===== config.mk =====
export PLATFORM = sky130hd
export DESIGN_NAME = intdiv_seq
export DESIGN_NICKNAME = d
export VERILOG_FILES = /design/src/rtl/intdiv_seq_pkg.sv /design/src/rtl/intdiv_seq_step.sv /design/src/rtl/intdiv_seq.sv
export SDC_FILE = /design/constraint.sdc
export NUM_CORES = 1
export LEC_CHECK = 0
export CAP_MARGIN = 0
export CELL_PAD_IN_SITES_DETAIL_PLACEMENT = 1
export CELL_PAD_IN_SITES_GLOBAL_PLACEMENT = 1
export CORE_ASPECT_RATIO = 1.25
export CORE_MARGIN = 10
export CORE_UTILIZATION = 46
export DETAILED_ROUTE_END_ITERATION = 10
export GPL_TIMING_DRIVEN = 1
export PLACE_DENSITY = 0.93
export SYNTH_ARGS = -nofsm -noshare
export SYNTH_HDL_FRONTEND = slang
export SYNTH_SLANG_ARGS = --single-unit
export TNS_END_PERCENT = 20

===== constraint.sdc =====
create_clock -name clk_i -period 8 [get_ports clk_i]
set_input_delay 0.8 -clock clk_i [delete_from_list [all_inputs] [get_ports clk_i]]
set_output_delay 0.8 -clock clk_i [all_outputs]
set_load 0.01 [all_outputs]

===== src/rtl/intdiv_seq_pkg.sv =====
// Shared core definitions: integer ALU function codes and divider state encoding.
package bexkat1Def;

    typedef enum logic [3:0] {
        INT_ADD, INT_SUB, INT_MUL, INT_DIV, INT_MOD, INT_MULU, INT_DIVU, INT_MODU,
        INT_AND, INT_OR, INT_XOR, INT_COM, INT_NEG, INT_SHL, INT_SHR, INT_ASR
    } intfunc_t;

    typedef enum logic [1:0] {IDLE, CALC, FIXUP, DONE} intdiv_state_t;

    // Cycles beyond WIDTH for a full divide: FIXUP plus DONE
    localparam int unsigned INTDIV_EXTRA_CYCLES = 2;

    function automatic logic is_div_func(intfunc_t f);
        return (f == INT_DIV) || (f == INT_MOD) || (f == INT_DIVU) || (f == INT_MODU);
    endfunction

    function automatic logic is_signed_func(intfunc_t f);
        return (f == INT_DIV) || (f == INT_MOD);
    endfunction

    function automatic logic is_mod_func(intfunc_t f);
        return (f == INT_MOD) || (f == INT_MODU);
    endfunction

endpackage


===== src/rtl/intdiv_seq_step.sv =====
// One combinational restoring-division step; kept separate so it can be chained for radix-4.
module intdiv_step #(
    parameter int unsigned WIDTH = 32
) (
    input  logic [WIDTH:0]   rem_i,
    input  logic [WIDTH-1:0] q_i,
    input  logic [WIDTH-1:0] div_i,
    output logic [WIDTH:0]   rem_o,
    output logic [WIDTH-1:0] q_o
);

    logic [WIDTH+1:0] w_shift;
    logic [WIDTH+1:0] w_diff;
    logic             w_fits;

    // One guard bit above the remainder so the trial subtract sign is unambiguous
    always_comb begin
        w_shift = {rem_i, q_i[WIDTH-1]};
        w_diff  = w_shift - {2'b00, div_i};
        w_fits  = ~w_diff[WIDTH+1];
        rem_o   = w_fits ? w_diff[WIDTH:0] : w_shift[WIDTH:0];
        q_o     = {q_i[WIDTH-2:0], w_fits};
    end

endmodule


===== src/rtl/intdiv_seq.sv =====
// Multicycle radix-2 restoring divider for signed/unsigned divide and modulo.
module intdiv_seq
    import bexkat1Def::*;
#(
    parameter int unsigned WIDTH = 32
) (
    input  logic             clk_i,
    input  logic             rst_n_i,
    input  logic             start_i,
    input  logic             cancel_i,
    input  intfunc_t         func_i,
    input  logic [WIDTH-1:0] uin1_i,
    input  logic [WIDTH-1:0] uin2_i,
    output logic             busy_o,
    output logic             done_o,
    output logic [WIDTH-1:0] out_o
);

    localparam int unsigned CW = $clog2(WIDTH) + 1;
    localparam logic [CW-1:0] CNT_INIT = CW'(WIDTH);

    intdiv_state_t    r_state;
    intfunc_t         r_func;
    logic [CW-1:0]    r_cnt;
    logic             r_s1;
    logic             r_s2;
    logic [WIDTH:0]   r_rem;
    logic [WIDTH-1:0] r_quo;
    logic [WIDTH-1:0] r_div;
    logic [WIDTH-1:0] r_res;
    logic [WIDTH-1:0] r_out;
    logic             r_done;

    logic             w_s1;
    logic             w_s2;
    logic [WIDTH-1:0] w_mag1;
    logic [WIDTH-1:0] w_mag2;
    logic             w_bypass;
    logic [WIDTH-1:0] w_imm_res;
    logic [WIDTH:0]   w_rem_nxt;
    logic [WIDTH-1:0] w_quo_nxt;
    logic [WIDTH-1:0] w_q_fix;
    logic [WIDTH-1:0] w_r_fix;

    always_comb begin
        w_s1     = is_signed_func(func_i) & uin1_i[WIDTH-1];
        w_s2     = is_signed_func(func_i) & uin2_i[WIDTH-1];
        w_mag1   = w_s1 ? -uin1_i : uin1_i;
        w_mag2   = w_s2 ? -uin2_i : uin2_i;
        w_bypass = (uin2_i == '0) || !is_div_func(func_i);
        // Divide-by-zero: quotient all-ones, remainder is the raw dividend
        if (!is_div_func(func_i)) begin
            w_imm_res = '0;
        end else if (is_mod_func(func_i)) begin
            w_imm_res = uin1_i;
        end else begin
            w_imm_res = '1;
        end
        w_q_fix = (r_s1 ^ r_s2) ? -r_quo : r_quo;
        w_r_fix = r_s1 ? -r_rem[WIDTH-1:0] : r_rem[WIDTH-1:0];
    end

    intdiv_step #(
        .WIDTH (WIDTH)
    ) u_step (
        .rem_i (r_rem),
        .q_i   (r_quo),
        .div_i (r_div),
        .rem_o (w_rem_nxt),
        .q_o   (w_quo_nxt)
    );

    always_ff @(posedge clk_i or negedge rst_n_i) begin
        if (!rst_n_i) begin
            r_state <= IDLE;
            r_func  <= INT_ADD;
            r_cnt   <= '0;
            r_s1    <= 1'b0;
            r_s2    <= 1'b0;
            r_rem   <= '0;
            r_quo   <= '0;
            r_div   <= '0;
            r_res   <= '0;
            r_out   <= '0;
            r_done  <= 1'b0;
        end else begin
            r_done <= 1'b0;
            case (r_state)
                IDLE: begin
                    if (start_i && !cancel_i) begin
                        r_func <= func_i;
                        r_s1   <= w_s1;
                        r_s2   <= w_s2;
                        r_quo  <= w_mag1;
                        r_div  <= w_mag2;
                        r_rem  <= '0;
                        r_cnt  <= CNT_INIT;
                        if (w_bypass) begin
                            r_res   <= w_imm_res;
                            r_state <= DONE;
                        end else begin
                            r_state <= CALC;
                        end
                    end
                end
                CALC: begin
                    if (cancel_i) begin
                        r_state <= IDLE;
                    end else begin
                        r_rem <= w_rem_nxt;
                        r_quo <= w_quo_nxt;
                        r_cnt <= r_cnt - 1'b1;
                        if (r_cnt == CW'(1)) begin
                            r_state <= FIXUP;
                        end
                    end
                end
                FIXUP: begin
                    if (cancel_i) begin
                        r_state <= IDLE;
                    end else begin
                        r_res   <= is_mod_func(r_func) ? w_r_fix : w_q_fix;
                        r_state <= DONE;
                    end
                end
                DONE: begin
                    r_state <= IDLE;
                    // A flush in DONE swallows the pulse and leaves out_o untouched
                    if (!cancel_i) begin
                        r_done <= 1'b1;
                        r_out  <= r_res;
                    end
                end
                default: r_state <= IDLE;
            endcase
        end
    end

    assign busy_o = (r_state != IDLE);
    assign done_o = r_done;
    assign out_o  = r_out;

endmodule

# Word level (Yosys, flattened, before mapping)
# Index checks and enable logic that the tools add are counted.
# word_totals
word_cells	85
output_inout_bits	34
input_bits	72
reg_bits	176
# classes
reduce_logical	19
n_eq_ne	15
n_mux	29
n_addsub	6
bitwise_logic	5
# op_table
op	n
32-bit two-way mux	12
32-bit negator	4
32-bit case mux with 2 select lines	2
33-bit two-way mux	3
33-bit case mux with 2 select lines	1
34-bit by 32-bit subtractor with 34-bit output	1
32-bit zero test	1
4-bit by 3-bit equality test with 1-bit output, second input constant	5
6-bit two-way mux	2
6-bit case mux with 2 select lines	1
2-bit two-way mux	5
2-bit != test, second input constant	4
2-bit case mux with 4 select lines	1
6-bit by 1-bit equality test with 1-bit output, second input constant	1
1-bit logical OR	6
2-bit AND reduction	3
2-bit nonzero test	3
6-bit by 1-bit subtractor with 6-bit output, second input constant	1
2-bit equality test, second input constant	2
4-bit by 2-bit equality test with 1-bit output, second input constant	1
4-bit AND reduction	1
3-bit != test, second input constant	1
3-bit AND reduction	1
1-bit AND	2
7 further kinds	10

# Longest topological paths before layout
# depth
word_depth	9
depth_mapped	14
mapped_depth_nobuf	13

# Hierarchy
# From an unflattened synthesis, not the netlist that was laid out.
# unflattened
cells_unflattened	1599
area_unflattened_um2	12836.1
# modules_own_cells
module	instances	area_per_inst_um2	seq_area_each_um2	cells_per_inst
intdiv_seq	1	10382.5	4404.2	1261
intdiv_step	1	2453.6	0.0	338

# Worst setup path after synthesis
# No wires, ideal clock.
# synth_path
path_kind	input -> register
start	input uin2_i[0]
end	register r_res[0]
setup_slack_ns	4.432
setup_ns	0.125
required_ns	7.875
t_arrival_ns	3.443
n_path_buf	2
cell_stages	12
path_cell_list	inv_1 > ha_1 > or3b_2 > or4_4 > nor3_4 > nor3b_4 > a21o_1 > a21oi_1 > or3_1 > buf_2 > buf_6 > mux2_4
# synth_between
elab_chain_cells	4
# synth_rtl
element	line	rtl
start: declaration	intdiv_seq.sv:13	input logic [WIDTH-1:0] uin2_i,
32-bit zero test	intdiv_seq.sv:50	w_bypass = (uin2_i == '0) || !is_div_func(func_i);
1-bit logical OR	intdiv_seq.sv:50	
2-bit != test (no line)	n/a	
4-bit AND reduction (no line)	n/a	
end signal: assignment	intdiv_seq.sv:99	r_res <= w_imm_res;
end signal: assignment	intdiv_seq.sv:122	r_res <= is_mod_func(r_func) ? w_r_fix : w_q_fix;
end: declaration	intdiv_seq.sv:30	logic [WIDTH-1:0] r_res;
# Every way passes these cells.
# A chain may end at the register's enable or synchronous reset.

# Final worst setup path
# layout_path
start	input uin2_i[1]
end	register r_res[5]
# Same word-level chain as after synthesis.

==> metrics.md <==
| Metric | Value |
|---|---|
| Status | complete, no violations |
| First-pass GRT wire length | 61910 um |
| Worst Setup Start Kind | input pin |
| Setup violations, final | 0 |
| Fin area | 14080 um2 |
| Average cell area after synthesis | 7.962 um2 |
| Final-layout fill cell count | 3222 |
| Highest attainable clock frequency | between 200 and 250 MHz |
| Clock edge transition at the registers on the reported setup and hold paths | 0.06 ns |
| Global router's overall resource usage | 0.2194 |
| Antenna violations before repair | 0 |
| Worst setup path endpoint | r_res[5] |
| Chip Width | 165.9 um |
| Worst-Skew Late Latency | 0.44 ns |
| Most common flop cell mapped by yosys | sky130_fd_sc_hd__dfrtp_1 |
| Worst-case register-to-register setup slack | 3.85 ns |
| DR vias | 11590 |
| CTS H-tree depth | 4 |
| Unrepaired setup endpoints after global routing | false |
| Die Span Y | 202.4 um |
| Headroom to the max-slew limit | 0.2223 |
| EDFF count, synth | 0 |
| Area of the die | roughly 34000 um2 |
| Post-detailed-route wirelength per cell | between 15 and 20 um |
| Cell count after placement | 1914 |
| Core footprint | between 20000 and 30000 um2 |
| Router iterations before antenna repair | 5 |
| Hold Violations, Final | 0 |
| Cell at the root of the clock tree | sky130_fd_sc_hd__clkbuf_16 |
| Path type of the worst min-delay path | in -> async |
| Routability congestion estimate | roughly 0.91 |
| Count leader, synth | sky130_fd_sc_hd__nand2_1 |
| Synthesized instance count | approximately 1500 |
| Largest cells by area after synthesis | sky130_fd_sc_hd__dfrtp_1 36%, sky130_fd_sc_hd__nand2_1 8.3%, sky130_fd_sc_hd__o21ai_0 7.5% |
| Async set or reset register ratio after synthesis | 1.000 |
| Placement Cell Area | around 14000 um2 |
| Hold Worst Slack | 0.4158 ns |
| Maximum clock skew at final layout | 0.01135 ns |
| DRT antenna net count | 0 |
| Count of distinct cell types in the synthesized netlist | 70 |
| TritonCTS clock tree | done |
| Final #Nets | 1704 |
| Seq cells post-synth | 176 |
| Worst EP required | 8.32 ns |
| FF/Latch Area | 4404 um2 |
| Tcrit/Tclk final | 0.5556 |
| Post-Route Utilization | 0.5397 |
| Critical-path maximum fanout | 59 |
| Top cell type's share of synthesized area | 0.3599 |
| Most instantiated cells after synthesis | 270 x sky130_fd_sc_hd__nand2_1, 184 x sky130_fd_sc_hd__o21ai_0, 176 x sky130_fd_sc_hd__dfrtp_1 |
| Origin of the critical flop-to-flop path | r_rem[7] |
| Fraction of final layout cells with drive strength greater than 1 | 0.04984 |
| Cell area after synthesis | 12240 um2 |
| Starting density of the core | 0.4690 |
| Pin count of the biggest net entering global routing | 96 |
| Critical Path End Type | register |
| Number of sinks on the clock net | roughly 180 |
| Slew at the pin closest to its max-slew limit | 1.167 ns |
| Summed negative setup slack over all endpoints | 0 ns |
| Total I/O pin count | 106 |
| Launch point of the worst path | uin2_i[1] |
| Residual DRC | 0 |
| Maximum clock path buffer count | 2 |
| Number of warning messages in the yosys log | 0 |
| Final routed wirelength across all metal layers | 37870 um |
| Placement row count | 66 |
| Maximum Capacitance Violations | 0 |
| Peak ir drop on the vdd network | 0.1432 mV |
| Classification of the worst setup path | in -> reg |
| Vias in the first global route | 12182 |
| DR vias/cell | 5.959 |
| Overflow left after global routing | 0 |
| Post-Layout Cell Count | around 1900 |
| Hpwl dp | 28020 um |
| Min Tclk post-route | 4.445 ns |
| Synthesized net count | 1648 |
| Signal arrival time at the worst endpoint | about 4.8 ns |
| Total clock buffers created by CTS | 17 |
| Number of buffer cells added on primary ports | 105 |
| Post-CTS setup buffer count | 0 |
| Area of combinational cells with multiple inputs | between 7000 and 8000 um2 |
| End of the worst register-to-register path | r_rem[24] |
| Iteration-0 DRC count of the detailed router | 762 |
| Static leakage | 6.160 nW |
| Number of cells on the worst reg-to-reg path | 11 |
| Antenna cell count | 0 |
| CTS hold repair buffers | 0 |
| P&R area growth vs syn | 15.08% |
| Areal power density over the cells | 320.9 nW/um2 |
| Count of pins over their slew limit | 0 |
| Library cell with the largest summed area after synthesis | sky130_fd_sc_hd__dfrtp_1 |
| Portion of the post-synthesis area used by sequential elements | 0.3599 |
| Resized Gates After CTS | 0 |
state kept, by name, summed over array words and instances, names as in the netlist:
register,count
r_rem,33
r_s1,1
out_o,32
r_func,4
r_cnt,6
r_quo,32
r_state,2
r_res,32
r_s2,1
r_div,32
done_o,1
layout by cell type, fill, tap and decap left out, drive strengths merged, types with 38 or more instances in the layout:
cell / instances
a21oi: 143
clkdlybuf4s50: 104
dfrtp: 176
ha: 38
inv: 61
nand2: 270
nor2: 96
o21ai: 195
xnor2: 89
xor2: 57
per-stage QoR:
stage	worst slack (ns)	total power, mW
2_1_floorplan	4.432	2.977
3_3_place_gp	3.295	3.560
3_5_place_dp	3.161	3.696
4_1_cts	3.611	4.521
5_1_grt	3.433	4.847
6_report	3.555	4.519
worst min path at each step:
stage / start / to / slack (ns) / depth (start not counted)
4_1_cts: rst_n_i / out_o[4] / 0.47 / 1
2_1_floorplan: r_func[3] / r_func[3] / 0.44 / 2
5_1_grt: rst_n_i / out_o[3] / 0.50 / 1
3_5_place_dp: r_res[22] / out_o[22] / 0.46 / 2
3_3_place_gp: r_func[3] / r_func[3] / 0.45 / 2
6_report: rst_n_i / out_o[3] / 0.42 / 1
routing by layer:
metal	global-route usage	vias up	routed length (um)
li1	-	5481	-
met1	0.2596	5758	16580
met2	0.3922	285	19030
met3	0.03300	66	1339
met4	0.08048	0	911
met5	0	-	0
cell families after synthesis:
group,Yosys count,synth area share
AO/OA/AOI/OAI,479,0.2299
XOR/XNOR,146,0.1045
adder cells (fa/ha/maj),39,0.04049
buffers and inverters,147,0.04631
flip-flops,176,0.3599
multiplexers,22,0.02004
AND/OR/NAND/NOR,528,0.1989
report_power, final:
group          switching [mW]  leakage [nW]  internal, mW
combinational            1.28          3.63         0.969
clock                   0.359         0.252         0.435
sequential              0.317          2.27          1.16
total                    1.95          6.16          2.56
area by class of cell:
| type | count | area share |
|---|---|---|
| repair buffers | 123 | 0.08431 |
| clock buffers | 22 | 0.03225 |
| multi-input cells | 1214 | 0.5180 |
| well taps | 340 | 0.03021 |
| clock inverters | 9 | 0.006219 |
| flip-flops and latches | 176 | 0.3127 |
| inverters | 61 | 0.01626 |
worst max-delay path, stage by stage:
cell	delay (ns)
sky130_fd_sc_hd__clkdlybuf4s50_1	0.46
sky130_fd_sc_hd__inv_1	0.10
sky130_fd_sc_hd__ha_1	0.16
sky130_fd_sc_hd__or3b_2	0.48
sky130_fd_sc_hd__or4_4	0.49
sky130_fd_sc_hd__nor3_4	0.24
sky130_fd_sc_hd__nor3b_4	0.33
sky130_fd_sc_hd__a21o_1	0.22
sky130_fd_sc_hd__a21oi_1	0.13
sky130_fd_sc_hd__or3_2	0.87
sky130_fd_sc_hd__mux2_4	0.45
No activity file was read; power rests on OpenSTA's default activity.
